--- config.mk ---
export PLATFORM = sky130hd
export DESIGN_NAME = m_axil_write_seq
export DESIGN_NICKNAME = d
export VERILOG_FILES = /design/src/rtl/m_axil_write_seq.sv
export SDC_FILE = /design/constraint.sdc
export NUM_CORES = 1
export LEC_CHECK = 0
export ABC_CLOCK_PERIOD_IN_PS = 11590
export BUFFER_PORTS_ARGS = -buffer_cell sky130_fd_sc_hd__buf_2
export CAP_MARGIN = 20
export CORE_AREA = 8 8 167 169
export CTS_BUF_LIST = sky130_fd_sc_hd__clkbuf_4 sky130_fd_sc_hd__clkbuf_8
export DETAILED_ROUTE_END_ITERATION = 8
export DIE_AREA = 0 0 175 177
export GPL_ROUTABILITY_DRIVEN = 0
export GPL_TIMING_DRIVEN = 0
export PLACE_DENSITY = 0.68
export SYNTH_ARGS = -nofsm -noshare
export SYNTH_HDL_FRONTEND = slang
export SYNTH_SLANG_ARGS = --single-unit
--- constraint.sdc ---
create_clock -name clk -period 11.59 [get_ports clk]
set_clock_uncertainty 0.1 [all_clocks]
set_input_delay 2.318 -clock clk [delete_from_list [all_inputs] [get_ports clk]]
set_output_delay 2.318 -clock clk [all_outputs]
set_load 0.1 [all_outputs]
--- src/rtl/m_axil_write_seq.sv ---
// AXI4-Lite write master: round-robin arbitration over NUM_REQ register-write requesters.
// Optional retry on SLVERR/DECERR responses is enabled by defining AXIL_WR_RETRY_EN.
module m_axil_write_seq #(
  parameter int ADDR_W    = 32,
  parameter int DATA_W    = 32,
  parameter int NUM_REQ   = 8,
  parameter int OFF_W     = 8,
  parameter int MAX_RETRY = 3
) (
  input  logic                       clk,
  input  logic                       reset,
  input  logic [ADDR_W-1:0]          base_addr,
  input  logic [NUM_REQ-1:0]         req_valid,
  input  logic [NUM_REQ*OFF_W-1:0]   req_off,
  input  logic [NUM_REQ*DATA_W-1:0]  req_data,
  output logic [NUM_REQ-1:0]         req_done,
  output logic [1:0]                 req_resp,
  output logic                       busy,
  output logic [ADDR_W-1:0]          M_AXI_AWADDR,
  output logic                       M_AXI_AWVALID,
  input  logic                       M_AXI_AWREADY,
  output logic [DATA_W-1:0]          M_AXI_WDATA,
  output logic [DATA_W/8-1:0]        M_AXI_WSTRB,
  output logic                       M_AXI_WVALID,
  input  logic                       M_AXI_WREADY,
  input  logic [1:0]                 M_AXI_BRESP,
  input  logic                       M_AXI_BVALID,
  output logic                       M_AXI_BREADY
);

  localparam int GNT_W = $clog2(NUM_REQ);

  if (NUM_REQ < 2 || OFF_W > ADDR_W || (DATA_W % 8) != 0 || MAX_RETRY < 1) begin : g_paramCheck
    $error("m_axil_write_seq: illegal parameter combination");
  end

  typedef enum logic [1:0] {IDLE, ISSUE, RESP, DONE} state_t;

  state_t             r_state;
  state_t             w_nextState;
  logic [GNT_W-1:0]   r_gnt;
  logic [GNT_W-1:0]   r_rrLast;
  logic               r_awPend;
  logic               r_wPend;
  logic [ADDR_W-1:0]  r_awAddr;
  logic [DATA_W-1:0]  r_wData;
  logic [1:0]         r_resp;
  logic [GNT_W-1:0]   w_gnt;
  logic               w_anyReq;
  logic               w_awFire;
  logic               w_wFire;
  logic               w_issueDone;
  logic               w_retry;

  // Scan downwards so the slot closest after rr_last is the last (winning) assignment.
  function automatic logic [GNT_W-1:0] nextGrant(input logic [NUM_REQ-1:0] valid,
                                                 input logic [GNT_W-1:0]   last);
    int idx;
    nextGrant = last;
    for (int i = NUM_REQ; i >= 1; i--) begin
      idx = int'(last) + i;
      if (idx >= NUM_REQ) idx = idx - NUM_REQ;
      if (valid[idx[GNT_W-1:0]]) nextGrant = idx[GNT_W-1:0];
    end
  endfunction

  assign w_gnt       = nextGrant(req_valid, r_rrLast);
  assign w_anyReq    = |req_valid;
  assign w_awFire    = M_AXI_AWVALID && M_AXI_AWREADY;
  assign w_wFire     = M_AXI_WVALID && M_AXI_WREADY;
  assign w_issueDone = (!r_awPend || M_AXI_AWREADY) && (!r_wPend || M_AXI_WREADY);

`ifdef AXIL_WR_RETRY_EN
  localparam int RETRY_W = $clog2(MAX_RETRY + 1);
  logic [RETRY_W-1:0] r_retryCnt;

  assign w_retry = (r_state == RESP) && M_AXI_BVALID && M_AXI_BRESP[1] &&
                   (r_retryCnt < RETRY_W'(MAX_RETRY));

  always_ff @(posedge clk or negedge reset) begin
    if (!reset) begin
      r_retryCnt <= '0;
    end else if (r_state == IDLE && w_anyReq) begin
      r_retryCnt <= '0;
    end else if (w_retry) begin
      r_retryCnt <= r_retryCnt + 1'b1;
    end
  end
`else
  assign w_retry = 1'b0;
`endif

  always_ff @(posedge clk or negedge reset) begin
    if (!reset) r_state <= IDLE;
    else        r_state <= w_nextState;
  end

  always_comb begin
    w_nextState = r_state;
    case (r_state)
      IDLE:    if (w_anyReq) w_nextState = ISSUE;
      ISSUE:   if (w_issueDone) w_nextState = RESP;
      RESP:    if (M_AXI_BVALID) w_nextState = w_retry ? ISSUE : DONE;
      DONE:    w_nextState = IDLE;
      default: w_nextState = IDLE;
    endcase
  end

  // Address/data are captured once at grant so later requester changes cannot leak in.
  always_ff @(posedge clk or negedge reset) begin
    if (!reset) begin
      r_gnt    <= '0;
      r_rrLast <= GNT_W'(NUM_REQ - 1);
      r_awPend <= 1'b0;
      r_wPend  <= 1'b0;
      r_awAddr <= '0;
      r_wData  <= '0;
      r_resp   <= 2'b00;
    end else begin
      case (r_state)
        IDLE: begin
          if (w_anyReq) begin
            r_gnt    <= w_gnt;
            r_rrLast <= w_gnt;
            r_awAddr <= base_addr + ADDR_W'(req_off[int'(w_gnt)*OFF_W +: OFF_W]);
            r_wData  <= req_data[int'(w_gnt)*DATA_W +: DATA_W];
            r_awPend <= 1'b1;
            r_wPend  <= 1'b1;
          end
        end
        ISSUE: begin
          if (w_awFire) r_awPend <= 1'b0;
          if (w_wFire)  r_wPend  <= 1'b0;
        end
        RESP: begin
          if (M_AXI_BVALID) begin
            r_resp <= M_AXI_BRESP;
            if (w_retry) begin
              r_awPend <= 1'b1;
              r_wPend  <= 1'b1;
            end
          end
        end
        default: ;
      endcase
    end
  end

  always_comb begin
    busy          = (r_state != IDLE);
    M_AXI_AWVALID = (r_state == ISSUE) && r_awPend;
    M_AXI_WVALID  = (r_state == ISSUE) && r_wPend;
    M_AXI_BREADY  = (r_state == RESP);
    req_done      = '0;
    req_resp      = 2'b00;
    if (r_state == DONE) begin
      req_done = NUM_REQ'(1) << r_gnt;
      req_resp = r_resp;
    end
  end

  assign M_AXI_AWADDR = r_awAddr;
  assign M_AXI_WDATA  = r_wData;
  assign M_AXI_WSTRB  = '1;

endmodule

* Word level (Yosys, flattened, before mapping)
Index checks and enable logic that the tools add are counted.
Word-level totals: register bits after elaboration 76, output and inout port bits 82
Cells by class: equality and inequality tests 8, shifts and indexed selects 3, reduce and logical (&&, ||, !) cells 18, magnitude comparators 16, add/sub/neg operators 17, mux-type cells 43
Operators with widths (number):
- indexed part select 256 x 9 -> 32 bit | 1
- indexed part select 64 x 7 -> 8 bit | 1
- 2-to-1 mux 3 bit | 16
- adder 32 x 8 -> 32 bit | 1
- < comparator 3 x 4 -> 1 bit, second input constant | 8
- >= comparator 4 bit, second input constant | 7
- binary-select mux 1 bit (select 3 bit) | 8
- subtractor 3 x 1 -> 3 bit, second input constant | 8
- adder 3 x 3 -> 4 bit, second input constant | 4
- 2-to-1 mux 1 bit | 11
- != test 2 bit, second input constant | 5
- AND reduction 3 bit | 3
- adder 3 x 2 -> 4 bit, second input constant | 2
- 2-to-1 mux 2 bit | 4
- 2-to-1 mux 8 bit | 1
- case mux 2 bit (4 select lines) | 1
- OR reduction 8 bit | 1
- << shifter 1 x 3 -> 8 bit, first input constant | 1
- adder 3 x 4 -> 5 bit, second input constant | 1
- >= comparator 5 x 4 -> 1 bit, second input constant | 1
- logical AND 1 bit | 5
- adder 3 x 1 -> 4 bit, second input constant | 1
- == test 2 bit, second input constant | 2
- case mux 1 bit (2 select lines) | 2
- 6 further kinds | 10

* Longest topological paths before layout
Gate-level depths: netlist (run 1).
word-level depth 15, mapped depth 27, gate-level depth less buffers 21

* Least setup slack after synthesis (run 1)
OpenSTA, ideal clock, no wires.
path type input to register, start in req_valid[3], end reg r_awAddr[30], in the netlist M_AXI_AWADDR[30], arrival 6.896 ns, path slack 4.458 ns, stages 22, cells stage by stage mux4_2 -> and2_1 -> o311ai_1 -> a31oi_1 -> o21ai_1 -> xnor2_1 -> buf_6 -> clkbuf_1 -> mux4_2 -> mux2_4 -> ha_1 -> fa_1 -> a21o_1 -> a21oi_1 -> o21bai_1 -> a21oi_1 -> o21bai_1 -> a21oi_1 -> clkbuf_1 -> nor4_1 -> xnor2_1 -> o21ai_0
Between the ends: cells in the longest elaborated chain, start to end 12
Ends and longest elaborated chain:
- start, declared | line 13 | input logic [NUM_REQ-1:0] req_valid,
- binary-select mux 1 bit (select 3 bit) | line 63 | if (valid[idx[GNT_W-1:0]]) nextGrant = idx[GNT_W-1:0];
- 2-to-1 mux 1 bit (implied by the code) | line 63
- 2-to-1 mux 3 bit (8 in a row) | line 63
- indexed part select 64 x 7 -> 8 bit | line 125 | r_awAddr <= base_addr + ADDR_W'(req_off[int'(w_gnt)*OFF_W +: OFF_W]);
- adder 32 x 8 -> 32 bit | line 125
- end signal, assigned | line 125
- end, declared | line 45 | logic [ADDR_W-1:0] r_awAddr;
Several ways; a longest one is shown, not always the timed one. The select of a mux whose other input is x is not followed. A chain may end at the register's enable or synchronous reset.

* Worst setup path after layout (run 1)
start in req_valid[6], end reg r_awAddr[30], in the netlist M_AXI_AWADDR[30]
The elaborated chain is that of the path after synthesis.

==> reports/qor_table.md, run 1 <==
| Step | Quantity | This run |
| --- | --- | --- |
| clocking | Number of buffers added by the clock tree synthesis step | 9 |
| cells and area | Most common library cell in the layout ignoring fill and taps | sky130_fd_sc_hd__buf_2 |
| sta | Worst Max-Slew Pin Slew | 0.967 ns |
| synthesis | Multiplexer share of the synthesized area | 31.0% |
| placement | Number of buffers inserted by port buffering | 444 |
| drt | First-pass iteration count of the detailed router | 9 |
| sta | RSZ-0062 raised after global routing | no |
| sta | Final period util | 70.7% |
| sta | Min Clock Period, post-route | 8.20 ns |
| synthesis | Syn Std Cell Area | 7020 µm² |
| clocking | Setup fix buffers added after clock tree synthesis | 0 |
| setup path | Maximum fanout encountered on the critical timing path | 11 |
| clocking | Clock tree from TritonCTS | done |
| clocking | Max Buffers Root-to-Sink | 2 |
| synthesis | Xor-xnor portion of the synthesized cell area | 4.22% |
| synthesis | Yosys warns | 0 |
| floorplanning | Num rows | 59 |
| setup path | Category of the most critical setup path | in -> reg |
| sta | Relative slew slack | 35.5% |
| sta | Pins over their slew limit | 0 |
| synthesis | Seq/Total Area, Yosys | 27.1% |
| floorplanning | Full die area | 31000 µm² |
| cells and area | Commonest non-fill, non-tap cells in the layout | sky130_fd_sc_hd__buf_2 (465), sky130_fd_sc_hd__mux2i_1 (108), sky130_fd_sc_hd__dfrtp_1 (73), sky130_fd_sc_hd__nand2_1 (72), sky130_fd_sc_hd__mux2_2 (42) |
| global routing | Number of global-route vias before repair | 8169 |
| sta | Top achievable clock speed | 122 MHz |
| sta | Worst-case setup margin in the final layout | 3.39 ns |
| setup path | CP arrival | 8.34 ns |
| synthesis | Fraction of synthesis flops using an asynchronous set or reset pin | 100% |
| drt | DRC marker count from the first detailed-route iteration | 646 |
| clocking | CTS sink cnt | 76 |
| cells and area | NumNets Final | 1537 |
| floorplanning | Die height | 177 µm |
| setup path | Kind of end point of the critical path | register |
| clocking | Buffer cell driving the clock tree root | sky130_fd_sc_hd__clkbuf_8 |
| placement | Setup WS pre-CTS | 3.01 ns |
| synthesis | Share of synthesized cell area in full adder, half adder and majority cells | 2.96% |
| cells and area | Filler cells | 2574 |
| min path | Class of the worst hold path | reg -> reg |
| clocking | Post-cts repair resize count | 0 |
| global routing | Wire length of the first global-routing pass | 48.1 mm |
| setup path | Kind of start point of the critical path | input pin |
| synthesis | Yosys cell types | 62 |
| sta | Final Hold Viols | 0 |
| sta | Sum of negative setup slack | 0 ns |
| clocking | Clock edge transition at the registers on the reported setup and hold paths | 0.10 ns |
| floorplanning | Number of I/O pins | 449 |
| floorplanning | Area of the core | 25500 µm² |
| setup path | Worst r2r path cells | 24 |
| global routing | GRT Residual Overflow | 0 |
| min path | Number of stages on the worst hold path | 2 |
| synthesis | Mapped Avg Cell Area | 10.1 µm² |
| drt | DRT antenna net count | 0 |
| sta | Number of endpoints failing setup at the final stage | 0 |
| drt | Remaining design rule violation count | 0 |
| setup path | Required @ worst endpoint | 11.73 ns |
| synthesis | Post-synthesis compound-gate area fraction | 17.7% |
| synthesis | Flip-flop and latch count after synthesis | 76 |
| floorplanning | Die span in x | 175 µm |
| cells and area | Area taken by flip-flops and latches | 1910 µm² |
| clocking | Count of hold buffers inserted by post-cts repair | 0 |
| drt | Vias after detailed routing | 7828 |
| cells and area | Area taken by multi-input logic gates | 4710 µm² |
| global routing | Maximum number of pins on one net before global-route repair | 48 |
| synthesis | Main combinational cell family by area after synthesis | multiplexers |
| drt | Average routed wire per standard cell | 22.2 µm |
| global routing | Global-route total usage across every layer | 20.0% |
| synthesis | Gate Count Post-Synth | 695 |
| flow run | Max-cap violations | 0 |
| drt | DRT Wirelength | 33.2 mm |
| floorplanning | Starting Density | 27.6% |
| synthesis | Simple-Gate Fraction of Synth Area | 10.9% |
| clocking | Clock latency of the later-clocked register in the worst-skew pair | 0.36 ns |
| synthesis | Main synth FF type | sky130_fd_sc_hd__dfrtp_1 |
| global routing | Number of antenna violations at the first check in global routing | 11 |
| cells and area | Layout cells sized above 1 | 50.0% |
| placement | DP Wirelength | 27.9 mm |
| cells and area | Area growth, synth to finish | 40.9% |
| run status | Outcome | finished, final reports clean |
| sta | Worst Hold Slack | 0.391 ns |
| synthesis | Number of synthesized flops with an enable pin | 0 |
| clocking | H-tree depth | 3 |
| drt | Post-detailed-route via-to-cell ratio | 5.24 |
[cell families (layout without fill, tap and decap cells)]
logic type	Yosys count	in the layout
flip-flops	76	76
buffers and inverters	77	538
XOR/XNOR	33	33
AO/OA/AOI/OAI	152	152
AND/OR/NAND/NOR	159	159
multiplexers	181	181
other	1	5
adder cells (fa/ha/maj)	16	16
[synthesized netlist by cell type, types with 3 or more instances]
cell	number	area share, %
sky130_fd_sc_hd__o311ai_1	3	0.37
sky130_fd_sc_hd__mux2i_1	108	15
sky130_fd_sc_hd__a222oi_1	33	4.7
sky130_fd_sc_hd__buf_4	5	0.53
sky130_fd_sc_hd__nor3_1	14	1.0
sky130_fd_sc_hd__dfrtp_1	73	26
sky130_fd_sc_hd__mux4_2	21	6.7
sky130_fd_sc_hd__and3_1	7	0.62
sky130_fd_sc_hd__mux2_4	7	1.5
sky130_fd_sc_hd__mux2_2	42	6.7
sky130_fd_sc_hd__dfstp_2	3	1.1
sky130_fd_sc_hd__nor2b_1	6	0.53
sky130_fd_sc_hd__nor2_1	19	1.0
sky130_fd_sc_hd__buf_6	6	0.96
sky130_fd_sc_hd__nand2_1	72	3.8
sky130_fd_sc_hd__nand3_1	8	0.57
sky130_fd_sc_hd__o221a_1	33	5.3
sky130_fd_sc_hd__o21bai_1	4	0.43
sky130_fd_sc_hd__inv_1	18	0.96
sky130_fd_sc_hd__xnor2_1	30	3.7
sky130_fd_sc_hd__buf_2	22	1.6
sky130_fd_sc_hd__nand2b_1	9	0.80
sky130_fd_sc_hd__nor4_1	8	0.71
sky130_fd_sc_hd__a21oi_1	14	1.0
sky130_fd_sc_hd__o21ai_0	40	2.8
sky130_fd_sc_hd__and2_1	5	0.45
sky130_fd_sc_hd__clkbuf_1	23	1.2
sky130_fd_sc_hd__ha_1	15	2.7
[worst max-delay path, stage by stage]
cell                       delay (ns)
sky130_fd_sc_hd__buf_2           0.14
sky130_fd_sc_hd__mux4_2          0.53
sky130_fd_sc_hd__and2_1          0.20
sky130_fd_sc_hd__o311ai_1        0.31
sky130_fd_sc_hd__a31oi_1         0.13
sky130_fd_sc_hd__o21ai_1         0.24
sky130_fd_sc_hd__xnor2_1         0.21
sky130_fd_sc_hd__buf_6           0.25
sky130_fd_sc_hd__clkbuf_1        0.59
sky130_fd_sc_hd__mux4_2          0.41
sky130_fd_sc_hd__mux2_4          0.27
sky130_fd_sc_hd__ha_1            0.22
sky130_fd_sc_hd__fa_1            0.44
sky130_fd_sc_hd__a21o_1          0.18
sky130_fd_sc_hd__a21oi_1         0.22
sky130_fd_sc_hd__o21bai_1        0.10
sky130_fd_sc_hd__a21oi_1         0.25
sky130_fd_sc_hd__o21bai_1        0.09
sky130_fd_sc_hd__a21oi_1         0.32
sky130_fd_sc_hd__clkbuf_1        0.45
sky130_fd_sc_hd__nor4_1          0.11
sky130_fd_sc_hd__xnor2_1         0.25
sky130_fd_sc_hd__o21ai_0         0.12
[sequential cells by signal (all words and copies together) (netlist names)]
signal and flops:
r_state 2, r_rrLast 3, r_gnt 3, r_resp 2, M_AXI_AWADDR 32, M_AXI_WDATA 32, r_awPend 1, r_wPend 1
[layout make-up]
cell class,count,area share [%]
diodes,1,0.0253
plain buffers,59,3.60
clock buffers,10,1.39
clock inverters,6,0.481
inverters,18,0.683
multi-input cells,545,47.6
flip-flops and latches,76,19.3
well taps,335,4.24
repair buffers,445,22.8
[final timing paths]
| kind | to | start | slack [ns] |
|---|---|---|---|
| worst min register to register | M_AXI_AWADDR[27]$_DFFE_PN0P_ | M_AXI_AWADDR[27]$_DFFE_PN0P_ | 0.39 |
| worst min-delay path | M_AXI_AWADDR[27]$_DFFE_PN0P_ | M_AXI_AWADDR[27]$_DFFE_PN0P_ | 0.39 |
| max in group asynchronous | r_rrLast[0]$_DFFE_PN1P_ | reset | 8.94 |
| min in group asynchronous | M_AXI_WDATA[21]$_DFFE_PN0P_ | reset | 1.78 |
| worst max register to register | M_AXI_AWADDR[30]$_DFFE_PN0P_ | r_rrLast[1]$_DFFE_PN1P_ | 4.38 |
| worst max-delay path | M_AXI_AWADDR[30]$_DFFE_PN0P_ | req_valid[6] | 3.39 |
[metrics by stage]
| step | util [%] | instance area (µm²) | instances |
|---|---|---|---|
| CTS | 38.8 | 9890 | 1494 |
| finish | 38.9 | 9890 | 1495 |
| global placement | 38.0 | 9680 | 1477 |
| global route | 38.8 | 9890 | 1494 |
| detailed placement | 38.1 | 9710 | 1478 |
| floorplan | - | 7040 | 698 |
[metal layers]
metal | wire, µm | part of all wire [%] | vias up | global-route usage [%]
met2 | 16300 | 49 | 416 | 33.9
met3 | 3320 | 10 | 59 | 7.79
li1 | - | - | 3583 | -
met1 | 12900 | 39 | 3750 | 23.4
met5 | 121 | 0.36 | - | 0
met4 | 545 | 1.6 | 20 | 4.91
Power of run 1 is left out: the tool's default activity adds up to more than one toggle a clock period on the data nets, which glitch-free logic cannot reach.
==> inputs of run 2 (changes only) <==
Settings changed: ABC_CLOCK_PERIOD_IN_PS 11590 to 8400, CORE_AREA 8 8 167 169 to 8 8 168 170, DIE_AREA 0 0 175 177 to 0 0 176 178, PLACE_DENSITY 0.68 to 0.67.
Clock period 11.59 ns to 8.4 ns, I/O delays scaled along.
==> reports/qor_table.md, run 2 (synthesized netlist as in run 1, its figures left out) <==
| Step | Quantity | This run | Delta |
| --- | --- | --- | --- |
| run status | Outcome | finished, final reports clean |  |
| sta | Relative slew slack | 35.5% | -0.046 points |
| global routing | Fraction of met2 tracks used by global routing | 33.1% | -0.81 points |
| sta | Worst Max-Slew Pin Slew | 0.968 ns | +0.000687 ns |
| setup path | Cell breakdown of the critical path | buf_2, mux4_2, and2_1, o311ai_1, a31oi_1, o21ai_1, xnor2_1, buf_6, clkbuf_1, mux4_2, mux2_4, ha_1, fa_1, a21o_1, a21oi_1, o21bai_1, a21oi_1, o21bai_1, a21oi_1, clkbuf_1, nor4_1, xnor2_1, o21ai_0 |  |
| floorplanning | Die height | 178 µm | +0.56% |
| sta | Sum of negative setup slack | 0 ns | unchanged |
| global routing | Global routing usage on met1 | 23.4% | about the same |
| drt | Vias after detailed routing | 7848 | +0.26% |
| global routing | Global-route total usage across every layer | 19.3% | -0.70 points |
| clocking | Number of buffers added by the clock tree synthesis step | 9 | unchanged |
| clocking | Clock latency of the later-clocked register in the worst-skew pair | 0.36 ns | about the same |
| setup path | Category of the most critical setup path | in -> reg |  |
| global routing | Number of global-route vias before repair | 8152 | -0.21% |
| setup path | Kind of end point of the critical path | register |  |
| drt | DRC marker count from the first detailed-route iteration | 546 | -15% |
| drt | Remaining design rule violation count | 0 | unchanged |
| global routing | Most heavily used metal layer in global routing | met2 |  |
| sta | RSZ-0062 raised after global routing | no |  |
| clocking | Setup fix buffers added after clock tree synthesis | 0 | unchanged |
| sta | Final Hold Viols | 0 | unchanged |
| clocking | Buffer cell driving the clock tree root | sky130_fd_sc_hd__clkbuf_8 |  |
| sta | Pins over their slew limit | 0 | unchanged |
| global routing | Wire length of the first global-routing pass | 47.0 mm | -2.2% |
| sta | Top achievable clock speed | 133 MHz |  |
| clocking | H-tree depth | 3 | unchanged |
| sta | Min Clock Period, post-route | 7.51 ns |  |
| clocking | Post-cts repair resize count | 0 | unchanged |
| cells and area | Most common library cell in the layout ignoring fill and taps | sky130_fd_sc_hd__buf_2 |  |
| cells and area | Layout cells sized above 1 | 49.9% | about the same |
| clocking | CTS sink cnt | 76 | unchanged |
| floorplanning | Die span in x | 176 µm | +0.57% |
| min path | Class of the worst hold path | reg -> reg |  |
| cells and area | Ant diodes | 0 | -1 |
| floorplanning | Num rows | 59 | unchanged |
| drt | First-pass iteration count of the detailed router | 6 | -3 |
| setup path | Required @ worst endpoint | 8.58 ns | -3.15 ns |
| global routing | Met3 layer usage reported by global route | 5.65% | -2.1 points |
| clocking | Count of hold buffers inserted by post-cts repair | 0 | unchanged |
| cells and area | NumNets Final | 1537 | unchanged |
| setup path | Slowest stage cell on the critical path | sky130_fd_sc_hd__clkbuf_1 |  |
| global routing | Maximum number of pins on one net before global-route repair | 49 | +2.1% |
| floorplanning | Number of I/O pins | 449 | unchanged |
| setup path | Most common cell type on the critical path | sky130_fd_sc_hd__a21oi_1 |  |
| sta | Number of endpoints failing setup at the final stage | 0 | unchanged |
| drt | DRT antenna net count | 0 | unchanged |
| global routing | GRT Residual Overflow | 0 | unchanged |
| placement | DP Wirelength | 27.2 mm | -2.5% |
| cells and area | Area growth, synth to finish | 41.2% |  |
| placement | Number of buffers inserted by port buffering | 444 | unchanged |
| floorplanning | Area of the core | 25600 µm² | +0.58% |
| clocking | Clock edge transition at the registers on the reported setup and hold paths | 0.10 ns | about the same |
| sta | Final period util | 89.4% |  |
| setup path | Longest individual stage delay on the worst path | 0.59 ns | about the same |
| clocking | Max Buffers Root-to-Sink | 2 | unchanged |
| clocking | Clock tree from TritonCTS | done |  |
| floorplanning | Full die area | 31300 µm² | +1.1% |
| setup path | CP arrival | 7.69 ns | -0.65 ns |
| drt | DRT Wirelength | 32.7 mm | -1.4% |
| cells and area | Commonest non-fill, non-tap cells in the layout | sky130_fd_sc_hd__buf_2 (465), sky130_fd_sc_hd__mux2i_1 (108), sky130_fd_sc_hd__dfrtp_1 (73), sky130_fd_sc_hd__nand2_1 (72), sky130_fd_sc_hd__mux2_2 (42) |  |
| global routing | Number of antenna violations at the first check in global routing | 0 | -11 |
| drt | Average routed wire per standard cell | 21.9 µm | -1.3% |
| floorplanning | Starting Density | 27.4% | -0.16 points |
| setup path | Kind of start point of the critical path | input pin |  |
| drt | Post-detailed-route via-to-cell ratio | 5.26 | +0.39% |
| flow run | Max-cap violations | 0 | unchanged |
| setup path | Maximum fanout encountered on the critical timing path | 10 | -1 |
## run 2: cell count changes in the layout (fill, tap and decap cells not counted)
cell | before | now
sky130_fd_sc_hd__bufinv_16 | 0 | 2
sky130_fd_sc_hd__clkbuf_8 | 10 | 9
sky130_fd_sc_hd__clkinv_2 | 0 | 1
sky130_fd_sc_hd__clkinv_4 | 0 | 2
sky130_fd_sc_hd__clkinvlp_4 | 4 | 1
sky130_fd_sc_hd__diode_2 | 1 | 0
sky130_fd_sc_hd__inv_6 | 2 | 0
## run 2: layout make-up
type	count	area [µm²]
plain buffers	59	357
clock buffers	9	124
clock inverters	6	90.1
fillers	2586	15700
inverters	18	67.6
multi-input cells	545	4710
flip-flops and latches	76	1910
well taps	335	419
repair buffers	445	2250
## run 2: per-stage QoR
stage	area [µm²]	util [%]	hold WS [ns]	std cells	setup WS, ns
6_report	9920	38.7	0.383	1493	0.888
5_1_grt	9920	38.7	0.407	1493	0.587
3_3_place_gp	9680	37.8	0.358	1477	0.630
3_5_place_dp	9710	37.9	0.368	1478	0.571
4_1_cts	9920	38.7	0.390	1493	0.963
2_1_floorplan	7040	-	0.360	698	1.91
## run 2: path summary, 6_finish.rpt
path / startpoint / endpoint / slack [ns] / cells past startpoint
min in group asynchronous: reset / M_AXI_WDATA[28]$_DFFE_PN0P_ / 1.13 / 1
max in group asynchronous: reset / r_rrLast[0]$_DFFE_PN1P_ / 6.39 / 2
min reg2reg: M_AXI_AWADDR[9]$_DFFE_PN0P_ / M_AXI_AWADDR[9]$_DFFE_PN0P_ / 0.38 / 2
max reg2reg: r_rrLast[1]$_DFFE_PN1P_ / M_AXI_AWADDR[24]$_DFFE_PN0P_ / 1.22 / 24
max: req_valid[3] / M_AXI_AWADDR[24]$_DFFE_PN0P_ / 0.89 / 23
min: M_AXI_AWADDR[9]$_DFFE_PN0P_ / M_AXI_AWADDR[9]$_DFFE_PN0P_ / 0.38 / 2
## run 2: critical path, delay by kind of cell
family          cells  cell delay [ns]
buf+inv             4             1.46
compound gates     10             1.96
xor+xnor            2             0.35
simple gates        2             0.34
fa+ha+maj           2             0.67
mux                 3             1.22
## run 2: per-layer routing
layer	part of all wire, %	wire length [µm]
met1	40	13000
met2	50	16200
met3	9.1	2990
met4	1.6	530
met5	0	0
Power of run 2 is left out for the same reason.
